`src/rtl/bcd_display_scanner_pkg.sv`:
```
// Shared seven-segment constants, segment bit order, converter states.
// Segments are active low, packed as {a,b,c,d,e,f,g} (bit6 = a).
package seg7_pkg;

  localparam int SEG_A = 6;
  localparam int SEG_B = 5;
  localparam int SEG_C = 4;
  localparam int SEG_D = 3;
  localparam int SEG_E = 2;
  localparam int SEG_F = 1;
  localparam int SEG_G = 0;

  localparam logic [6:0] SEG_BLANK = 7'b1111111;
  localparam logic [6:0] SEG_DASH  = SEG_BLANK & ~(7'(1) << SEG_G);

  localparam logic [6:0] SEG_DIGIT [10] = '{
    7'b0000001, 7'b1001111, 7'b0010010, 7'b0000110, 7'b1001100,
    7'b0100100, 7'b0100000, 7'b0001111, 7'b0000000, 7'b0000100
  };

  typedef enum logic [1:0] {
    IDLE,
    SHIFT,
    DONE
  } cv_state_e;

  function automatic logic [6:0] seg7_dec(input logic [3:0] n);
    if (n > 4'd9) return SEG_BLANK;
    return SEG_DIGIT[n];
  endfunction

endpackage

```
`src/rtl/bcd_display_scanner_if.sv`:
```
// Valid/ready input bus for the display scanner.
// master drives in_valid/in_value, slave returns in_ready.
interface bcd_display_scanner_if #(
  parameter int WIDTH = 16
);
  logic             in_valid;
  logic             in_ready;
  logic [WIDTH-1:0] in_value;

  modport master (
    output in_valid,
    output in_value,
    input  in_ready
  );

  modport slave (
    input  in_valid,
    input  in_value,
    output in_ready
  );
endinterface

```
`src/rtl/bcd_display_scanner_dd.sv`:
```
// bcd_dd_seq: sequential double-dabble, one bit per clock.
// Ports: clk, rst_n, in_valid/in_ready/in_value, done pulse, bcd (latched).
module bcd_dd_seq
  import seg7_pkg::*;
#(
  parameter int WIDTH = 16,
  parameter int NB    = 5
) (
  input  logic            clk,
  input  logic            rst_n,
  input  logic            in_valid,
  output logic            in_ready,
  input  logic [WIDTH-1:0] in_value,
  output logic            done,
  output logic [4*NB-1:0] bcd
);

  localparam int CW = $clog2(WIDTH + 1);

  cv_state_e       st;
  logic [WIDTH-1:0] bin;
  logic [4*NB-1:0] acc;
  logic [4*NB-1:0] adj;
  logic [CW-1:0]   cnt;

  for (genvar g = 0; g < NB; g++) begin : g_adj
    assign adj[4*g +: 4] = (acc[4*g +: 4] >= 4'd5) ?
                           acc[4*g +: 4] + 4'd3 :
                           acc[4*g +: 4];
  end

  always_ff @(posedge clk or negedge rst_n) begin
    if (!rst_n) begin
      st       <= IDLE;
      in_ready <= 1'b1;
      done     <= 1'b0;
      bin      <= '0;
      acc      <= '0;
      cnt      <= '0;
      bcd      <= '0;
    end else begin
      done <= 1'b0;
      unique case (st)
        IDLE: begin
          if (in_valid) begin
            bin      <= in_value;
            acc      <= '0;
            cnt      <= CW'(WIDTH);
            st       <= SHIFT;
            in_ready <= 1'b0;
          end
        end
        SHIFT: begin
          {acc, bin} <= {adj, bin} << 1;
          cnt        <= cnt - CW'(1);
          if (cnt == CW'(1)) begin
            st       <= DONE;
            in_ready <= 1'b1;
          end
        end
        DONE: begin
          bcd  <= acc;
          done <= 1'b1;
          // back-to-back accept keeps the converter busy
          if (in_valid) begin
            bin      <= in_value;
            acc      <= '0;
            cnt      <= CW'(WIDTH);
            st       <= SHIFT;
            in_ready <= 1'b0;
          end else begin
            st <= IDLE;
          end
        end
        default: st <= IDLE;
      endcase
    end
  end

endmodule

```
`src/rtl/bcd_display_scanner.sv`:
```
// Binary-to-BCD converter driving a multiplexed common-anode display.
// Ports: clk, rst_n, bus (valid/ready/value), blank_lz, done, ovf, bcd_out, seg_n, an_n.
module bcd_display_scanner
  import seg7_pkg::*;
#(
  parameter int WIDTH       = 16,
  parameter int DIGITS      = 4,
  parameter int REFRESH_DIV = 100000
) (
  input  logic                clk,
  input  logic                rst_n,
  bcd_display_scanner_if.slave bus,
  input  logic                blank_lz,
  output logic                done,
  output logic                ovf,
  output logic [4*DIGITS-1:0] bcd_out,
  output logic [6:0]          seg_n,
  output logic [DIGITS-1:0]   an_n
);

  // floor(WIDTH*log10(2))+1 digits hold any WIDTH-bit value
  localparam int NB0 = (WIDTH * 30103) / 100000 + 1;
  localparam int NB  = (NB0 < DIGITS) ? DIGITS : NB0;
  localparam int IW  = (DIGITS > 1) ? $clog2(DIGITS) : 1;
  localparam int PW  = $clog2(REFRESH_DIV);

  logic [4*NB-1:0] res;

  bcd_dd_seq #(
    .WIDTH (WIDTH),
    .NB    (NB)
  ) u_dd (
    .clk      (clk),
    .rst_n    (rst_n),
    .in_valid (bus.in_valid),
    .in_ready (bus.in_ready),
    .in_value (bus.in_value),
    .done     (done),
    .bcd      (res)
  );

  assign bcd_out = res[4*DIGITS-1:0];

  if (NB > DIGITS) begin : g_ovf
    assign ovf = |res[4*NB-1:4*DIGITS];
  end else begin : g_novf
    assign ovf = 1'b0;
  end

  logic [PW-1:0]       pcnt;
  logic [IW-1:0]       idx;
  logic                lit;
  logic                wrap;
  logic [4*DIGITS-1:0] hi;
  logic                blank;
  logic [6:0]          seg_d;
  logic [DIGITS-1:0]   an_d;

  assign wrap = (pcnt == PW'(REFRESH_DIV - 1));

  // hi holds the current digit and all digits above it
  always_comb begin
    hi    = bcd_out >> {idx, 2'b00};
    blank = blank_lz & (idx != '0) & (hi == '0);
    an_d  = ~(DIGITS'(1) << idx);
    if (ovf)
      seg_d = SEG_DASH;
    else if (blank)
      seg_d = SEG_BLANK;
    else
      seg_d = seg7_dec(hi[3:0]);
  end

  // lit holds the display dark until the first prescaler wrap
  always_ff @(posedge clk or negedge rst_n) begin
    if (!rst_n) begin
      pcnt  <= '0;
      idx   <= '0;
      lit   <= 1'b0;
      an_n  <= '1;
      seg_n <= SEG_BLANK;
    end else begin
      pcnt <= wrap ? '0 : pcnt + PW'(1);
      if (wrap) begin
        lit <= 1'b1;
        if (lit)
          idx <= (idx == IW'(DIGITS - 1)) ? '0 : idx + IW'(1);
      end
      an_n  <= lit ? an_d : '1;
      seg_n <= lit ? seg_d : SEG_BLANK;
    end
  end

endmodule

```
`src/flat_wrapper.sv`:
```
// flat-port wrapper written by rule: the top's interface ports become plain ports
module bcd_display_scanner_flat import seg7_pkg::*;
#(
  parameter int WIDTH       = 16,
  parameter int DIGITS      = 4,
  parameter int REFRESH_DIV = 100000
)
  (clk, rst_n, blank_lz, done, ovf, bcd_out, seg_n, an_n, bus_in_valid, bus_in_value, bus_in_ready);
  bcd_display_scanner_if #(.WIDTH(WIDTH)) bus_i ();
  input  logic clk;
  input  logic rst_n;
  input  logic blank_lz;
  output logic done;
  output logic ovf;
  output logic [4*DIGITS-1:0] bcd_out;
  output logic [6:0] seg_n;
  output logic [DIGITS-1:0] an_n;
  input wire logic [$bits(bus_i.in_valid)-1:0] bus_in_valid;
  input wire logic [$bits(bus_i.in_value)-1:0] bus_in_value;
  output wire logic [$bits(bus_i.in_ready)-1:0] bus_in_ready;
  assign bus_i.in_valid = bus_in_valid;
  assign bus_i.in_value = bus_in_value;
  assign bus_in_ready = bus_i.in_ready;
  bcd_display_scanner #(.WIDTH(WIDTH), .DIGITS(DIGITS), .REFRESH_DIV(REFRESH_DIV)) u_core (.clk(clk), .rst_n(rst_n), .bus(bus_i), .blank_lz(blank_lz), .done(done), .ovf(ovf), .bcd_out(bcd_out), .seg_n(seg_n), .an_n(an_n));
endmodule
```
`config.mk`:
```
export PLATFORM = sky130hd
export DESIGN_NAME = bcd_display_scanner_flat
export DESIGN_NICKNAME = d
export VERILOG_FILES = /design/src/rtl/bcd_display_scanner_pkg.sv /design/src/rtl/bcd_display_scanner_if.sv /design/src/rtl/bcd_display_scanner_dd.sv /design/src/rtl/bcd_display_scanner.sv /design/src/flat_wrapper.sv
export SDC_FILE = /design/constraint.sdc
export NUM_CORES = 1
export LEC_CHECK = 0
export ABC_AREA = 1
export CAP_MARGIN = 20
export CORE_ASPECT_RATIO = 0.9
export CORE_UTILIZATION = 45
export DETAILED_ROUTE_END_ITERATION = 7
export GPL_TIMING_DRIVEN = 0
export PLACE_DENSITY = 0.75
export SLEW_MARGIN = 20
export SYNTH_ARGS = -nofsm -noshare
export SYNTH_HDL_FRONTEND = slang
export SYNTH_SLANG_ARGS = --single-unit
```
`constraint.sdc`:
```
create_clock -name clk -period 2.36 [get_ports clk]
set_input_delay 0.354 -clock clk [delete_from_list [all_inputs] [get_ports clk]]
set_output_delay 0.354 -clock clk [all_outputs]
set_load 0.005 [all_outputs]
```
==> flow_summary.json, run 1 <==
{
  "outcome": "completed",
  "synthCells": 581,
  "postCtsSetupRepairBufs": 0,
  "drive_gt1_frac": 0.145,
  "worstSetupPathType": "reg2reg",
  "cp-start-kind": "flop",
  "htreeDepth": 3,
  "yosysWarnings": 0,
  "reg2reg_slack_ns": 0.34,
  "p_per_area_nw_per_um2": 1140,
  "syn_nets": 623,
  "dr_total_vias": 3981,
  "share_comb_of_total_power": 0.409,
  "leakage_nw": 2.96,
  "root_buffer": "clkbuf_16",
  "setup_viol": 0,
  "wl_per_cell_um": 12.7,
  "die_h_um": 102,
  "synth.cell_area_um2": 5050,
  "drt_iter0_drc": 323,
  "synth_flop_cell": "dfrtp_1",
  "yosysTopAreaCell": "dfrtp_1",
  "hold_viol_final": 0,
  "slowest_delay_ns": 0.42,
  "cp_max_fo": 11,
  "fill_cells": 964,
  "drc_errors": 0,
  "ir_drop_mv": 0.544,
  "antenna_found_initial": 0,
  "slowest_stage": "dfrtp_1",
  "cp_common_cell": "nand2_1",
  "die_x_um": 114,
  "yosysTopAreaCellShare": 0.416,
  "pwr-share-clk": 0.225,
  "hp-class": "reg2reg",
  "cts_buffers": 9,
  "num_rows": 36,
  "cap_violations": 0,
  "synth_cell_types": 37,
  "synth-seq-cells": 96,
  "synth-edff-count": 0,
  "clk_pin_slew_ns": 0.06,
  "cts_resized": 0,
  "finalWeightedCongestion": 0.849,
  "crit_buf_inv": 3,
  "max_freq_mhz": 496,
  "switching_power_w": 0.00261,
  "grt_max_degree": 50,
  "grt_pass1_vias": 3909,
  "grt-ovfl-total": 0,
  "worstPathCellList": "inv_2 -> buf_6 -> nand2_1 -> nand2_1 -> nand2_1 -> o21a_1 -> inv_1 -> ha_1 -> or2_2 -> nand2_1 -> nand2_1 -> nand4_1",
  "io_pins": 50,
  "p_int_w": 0.00434,
  "ant_nets": 0,
  "rsz0062_at_grt": "no",
  "period_minus_slack_ns": 2.02,
  "timing.max_slew.rel_slack": 0.620,
  "cts_sinks": 96,
  "startpoint": "u_core.idx[0]",
  "die_area_um2": 11600,
  "cts_buffer_depth": 2,
  "hold_start": "u_core.pcnt[0]",
  "grt_pass1_wl_mm": 17.3,
  "async_flop_share": 1.00,
  "firstDrtPassIters": 5,
  "yosys-top-cells-area": "dfrtp_1, nand2_1, dfstp_2",
  "yosysSeqAreaShare": 0.479,
  "start_util": 0.465,
  "fin_crit_sh": 0.855,
  "tightest_slew_ns": 0.565,
  "worstSetupEndpointType": "flop",
  "nets": 685,
  "p_sw_frac": 0.376,
  "worstPathRequired_ns": 2.64,
  "cts_tree": "yes",
  "drt_wl_total_mm": 10.2,
  "via_per_inst": 4.98,
  "clock_latency_ns": 0.34,
  "r2r-start": "u_core.idx[0]",
  "p_seq_frac": 0.365,
  "coreArea_um2": 10900,
  "place_hpwl_mm": 7.54,
  "syn_avg_cell_area_um2": 8.69,
  "io_buffers": 49,
  "cp_data_arrival_time_ns": 2.29,
  "critPathTopFamily": "simple AND/OR/NAND/NOR gates",
  "track_usage": 0.187,
  "final_util": 0.561,
  "hold_ws_ns": 0.469,
  "antennaDiodeCount": 0,
  "maxSlewViolCount": 0,
  "synthTopCellsByCount": "nand2_1, dfrtp_1, inv_1",
  "yosysMostFrequentCell": "nand2_1",
  "fin_skew_ns": 0.00725,
  "syn_to_final_growth_pct": 20.6
}
-- power groups by stage --
stage / Clock [W] / Combinational [W] / Sequential [W]
finish: 0.00157 / 0.00285 / 0.00254
global route: 0.00167 / 0.00324 / 0.00261
CTS: 0.00160 / 0.00286 / 0.00254
detailed placement: 0 / 0.00285 / 0.00256
global placement: 0 / 0.00273 / 0.00254
floorplan: 0 / 0.00211 / 0.00244
-- per-layer routing --
layer	up-vias	wire (um)	global-route usage	part of all wire
met5	-	0	0	0
met4	0	95	0.0719	0.0093
met3	11	458	0.0386	0.045
met2	98	5040	0.325	0.49
met1	1873	4590	0.232	0.45
li1	1999	-	-	-
-- sequential cells by signal (all words and copies together), names as in the netlist --
| signal | count |
|---|---|
| u_core.u_dd.bin | 16 |
| u_core.u_dd.st | 2 |
| u_core.lit | 1 |
| u_core.u_dd.cnt | 5 |
| u_core.an_n | 4 |
| u_core.u_dd.bcd | 20 |
| u_core.seg_n | 7 |
| u_core.u_dd.done | 1 |
| u_core.u_dd.in_ready | 1 |
| u_core.idx | 2 |
| u_core.u_dd.acc | 20 |
| u_core.pcnt | 17 |
-- per-stage QoR --
| stage | instances | total power (W) | setup WS, ns | instance area, um^2 | TNS [ns] |
|---|---|---|---|---|---|
| after floorplan | 581 | 0.00455 | 0.570 | 5050 | 0 |
| after global placement | 782 | 0.00526 | -2.53 | 5730 | -228.58 |
| after detailed placement | 783 | 0.00541 | 0.375 | 5760 | 0 |
| after CTS | 800 | 0.00700 | 0.355 | 6090 | 0 |
| after global routing | 800 | 0.00751 | 0.157 | 6090 | 0 |
| final | 800 | 0.00696 | 0.343 | 6090 | 0 |
-- area by class of cell --
class,count,area (um^2),area share
plain buffers,28,201,0.0331
inverters,80,310,0.0509
clock inverters,5,80.1,0.0131
multi-input cells,377,2120,0.348
repair buffers,51,529,0.0869
well taps,152,190,0.0312
flip-flops and latches,96,2420,0.397
clock buffers,11,243,0.0399
-- placed cells by master, fill, tap and decap left out, types with 2 or more instances in the layout --
master           Yosys  routed
buf_4               18      18
bufinv_16            0       2
or2_2                2       2
nor2_4               3       3
clkbuf_1             2       3
o21ai_0             51      51
ha_1                22      22
buf_6                3       4
nor2_1              36      36
nand3_1             25      25
o21ai_2             14      14
buf_2                5       5
dfrtp_1             84      84
clkdlybuf4s50_1      0      48
clkbuf_16            0       9
a22oi_1             15      15
dfstp_2             12      12
inv_2                2       2
o22ai_2              5       5
clkinvlp_4           0       2
nand2_2              4       4
a21oi_1             21      21
inv_1               76      76
nor2_2               2       2
nor3_1               3       3
xor2_1              12      12
nand4_1             17      17
nand2_1            134     134
-- kinds of logic after synthesis --
logic type               Yosys count  synth area share
buffers and inverters            108             0.101
XOR/XNOR                          12            0.0208
flip-flops                        96             0.479
adder cells (fa/ha/maj)           22            0.0545
AND/OR/NAND/NOR                  232             0.206
AO/OA/AOI/OAI                    111             0.139
-- timing repair --
item                                    in CTS  in global routing
hold endpoints to repair                    36                  0
hold buffers                                 1                  0
endpoints found under the setup margin       0                  0
-- final timing paths --
path	end	depth (start not counted)
worst max-delay path	u_core.seg_n[6]	12
worst min-delay path	u_core.pcnt[0]	1
worst max register to register	u_core.seg_n[6]	12
worst min register to register	u_core.pcnt[0]	1
max in group asynchronous	u_core.u_dd.in_ready	3
min in group asynchronous	u_core.pcnt[14]	2
(Power assumes the default switching activity.)
==> run 2: changes to the inputs <==
--- a/config.mk
+++ b/config.mk
@@ -8,10 +8,10 @@
 export ABC_AREA = 1
 export CAP_MARGIN = 20
 export CORE_ASPECT_RATIO = 0.9
-export CORE_UTILIZATION = 45
+export CORE_UTILIZATION = 30
 export DETAILED_ROUTE_END_ITERATION = 7
 export GPL_TIMING_DRIVEN = 0
-export PLACE_DENSITY = 0.75
+export PLACE_DENSITY = 0.57
 export SLEW_MARGIN = 20
 export SYNTH_ARGS = -nofsm -noshare
 export SYNTH_HDL_FRONTEND = slang
==> flow_summary.json, run 2 (same netlist as run 1, synthesis figures left out) <==
{
  "timing.rr.end": "u_core.seg_n[2]",
  "cp_data_arrival_time_ns": 2.32,
  "grt_pass1_wl_mm": 18.4,
  "r2r-start": "u_core.idx[0]",
  "outcome": "complete, but fails checks",
  "clock_latency_ns": 0.36,
  "drc_errors": 8,
  "syn_to_final_growth_pct": 21.7,
  "hp-class": "in2async",
  "io_buffers": 49,
  "die_x_um": 139,
  "track_usage": 0.130,
  "period_minus_slack_ns": 2.04,
  "firstDrtPassIters": 6,
  "max_freq_mhz": 491,
  "htreeDepth": 3,
  "cts_tree": "yes",
  "maxSlewViolCount": 0,
  "worstSetupEndpoint": "u_core.seg_n[2]",
  "antenna_found_initial": 0,
  "ir_drop_mv": 0.498,
  "grt_max_degree": 76,
  "worstPathRequired_ns": 2.65,
  "reg2regPathDepth": 12,
  "cts_buffer_depth": 2,
  "pwr-share-clk": 0.215,
  "drt_wl_total_mm": 10.6,
  "die_h_um": 125,
  "worstSetupPathType": "reg2reg",
  "hold_viol_final": 0,
  "cp-start-kind": "flop",
  "nets": 685,
  "wl_per_cell_um": 12.4,
  "final_common_cell": "nand2_1",
  "p_seq_frac": 0.371,
  "p_sw_frac": 0.396,
  "postCtsSetupRepairBufs": 0,
  "finalWeightedCongestion": 0.853,
  "cts_buffers": 9,
  "die_area_um2": 17400,
  "rsz0062_at_grt": "no",
  "grt_pass1_vias": 3854,
  "start_util": 0.310,
  "dp_cells": 838,
  "cp_max_fo": 11,
  "reg.largest.list": "u_core.u_dd.acc: 20 flops, u_core.u_dd.bcd: 20 flops, u_core.pcnt: 17 flops",
  "clk_pin_slew_ns": 0.08,
  "p_per_area_nw_per_um2": 1120,
  "via_per_inst": 4.63,
  "drive_gt1_frac": 0.147,
  "ant_nets": 0,
  "setup_viol": 0,
  "worstSetupEndpointType": "flop",
  "cts_sinks": 96,
  "timing.max_slew.rel_slack": 0.633,
  "fin_crit_sh": 0.862,
  "leakage_nw": 2.96,
  "p_int_w": 0.00414,
  "final_util": 0.377,
  "io_pins": 50,
  "share_comb_of_total_power": 0.414,
  "fin_skew_ns": 0.0106,
  "coreArea_um2": 16300,
  "startpoint": "u_core.idx[0]",
  "antennaDiodeCount": 0,
  "tightest_slew_ns": 0.545,
  "drt_iter0_drc": 266,
  "post_layout_nonfiller_instances": 855,
  "num_rows": 44,
  "final_cell_mix": "nand2_1, dfrtp_1, inv_1",
  "violations": "design-rule violations",
  "cts_resized": 0,
  "dr_total_vias": 3958,
  "grt-ovfl-total": 0,
  "root_buffer": "clkbuf_16",
  "switching_power_w": 0.00271,
  "place_hpwl_mm": 7.87,
  "reg2reg_slack_ns": 0.32,
  "cap_violations": 0
}
## run 2: cell types whose count changed in the layout (fill, tap and decap cells not counted)
cell        previous run  this run
clkbuf_8               1         0
bufinv_16              2         0
inv_8                  0         2
clkbuf_1               3         2
clkinv_2               1         0
clkinvlp_4             2         0
clkinv_8               0         2
inv_6                  1         4
## run 2: through the flow
| step | power (W) | setup slack (ns) | TNS [ns] | instance area [um^2] | hold slack, ns |
|---|---|---|---|---|---|
| after global routing | 0.00745 | 0.0941 | 0 | 6140 | 0.416 |
| final | 0.00686 | 0.325 | 0 | 6140 | 0.405 |
| after floorplan | 0.00455 | 0.570 | 0 | 5050 | 0.0584 |
| after global placement | 0.00532 | -2.67 | -241.80 | 5800 | 0.444 |
| after CTS | 0.00695 | 0.313 | 0 | 6140 | 0.392 |
| after detailed placement | 0.00543 | 0.353 | 0 | 5830 | 0.215 |
## run 2: worst max-delay path, stage by stage (launching register included)
cell and delay [ns]:
dfrtp_1 0.42, inv_2 0.07, buf_6 0.14, nand2_1 0.05
nand2_1 0.06, inv_1 0.05, o21a_1 0.21, inv_1 0.09
ha_1 0.21, or2_2 0.29, nand2_1 0.09, nand2_1 0.13
nand4_1 0.14
## run 2: timing repair
item                                    in CTS  in global routing
endpoints found under the setup margin       0                  0
hold buffers                                 1                  0
endpoints found under the hold margin       10                  0
## run 2: final cells by class
type / instances / area, um^2
repair buffers: 51 / 529
well taps: 207 / 259
clock inverters: 7 / 81.3
inverters: 80 / 310
fillers: 1645 / 10200
plain buffers: 28 / 201
multi-input cells: 377 / 2120
flip-flops and latches: 96 / 2420
clock buffers: 9 / 225
## run 2: routing by layer
| metal | global-route usage | wire length, um |
|---|---|---|
| met5 | 0 | 0 |
| met4 | 0.0353 | 91 |
| met3 | 0.0345 | 432 |
| met2 | 0.207 | 4800 |
| met1 | 0.175 | 5280 |
## run 2: worst min-delay path by stage
stage / end / start
after floorplan: u_core.idx[0] / rst_n
after global placement: u_core.pcnt[0] / u_core.pcnt[0]
after detailed placement: u_core.pcnt[12] / rst_n
after CTS: u_core.pcnt[5] / rst_n
after global routing: u_core.idx[0] / rst_n
final: u_core.pcnt[5] / rst_n
## run 2: power by group through the flow
stage          sequential (W)  combinational [W]  clock (W)
2_1_floorplan         0.00244            0.00211          0
3_3_place_gp          0.00254            0.00277          0
3_5_place_dp          0.00257            0.00287          0
4_1_cts               0.00254            0.00288    0.00153
5_1_grt               0.00262            0.00324    0.00159
6_report              0.00254            0.00284    0.00147
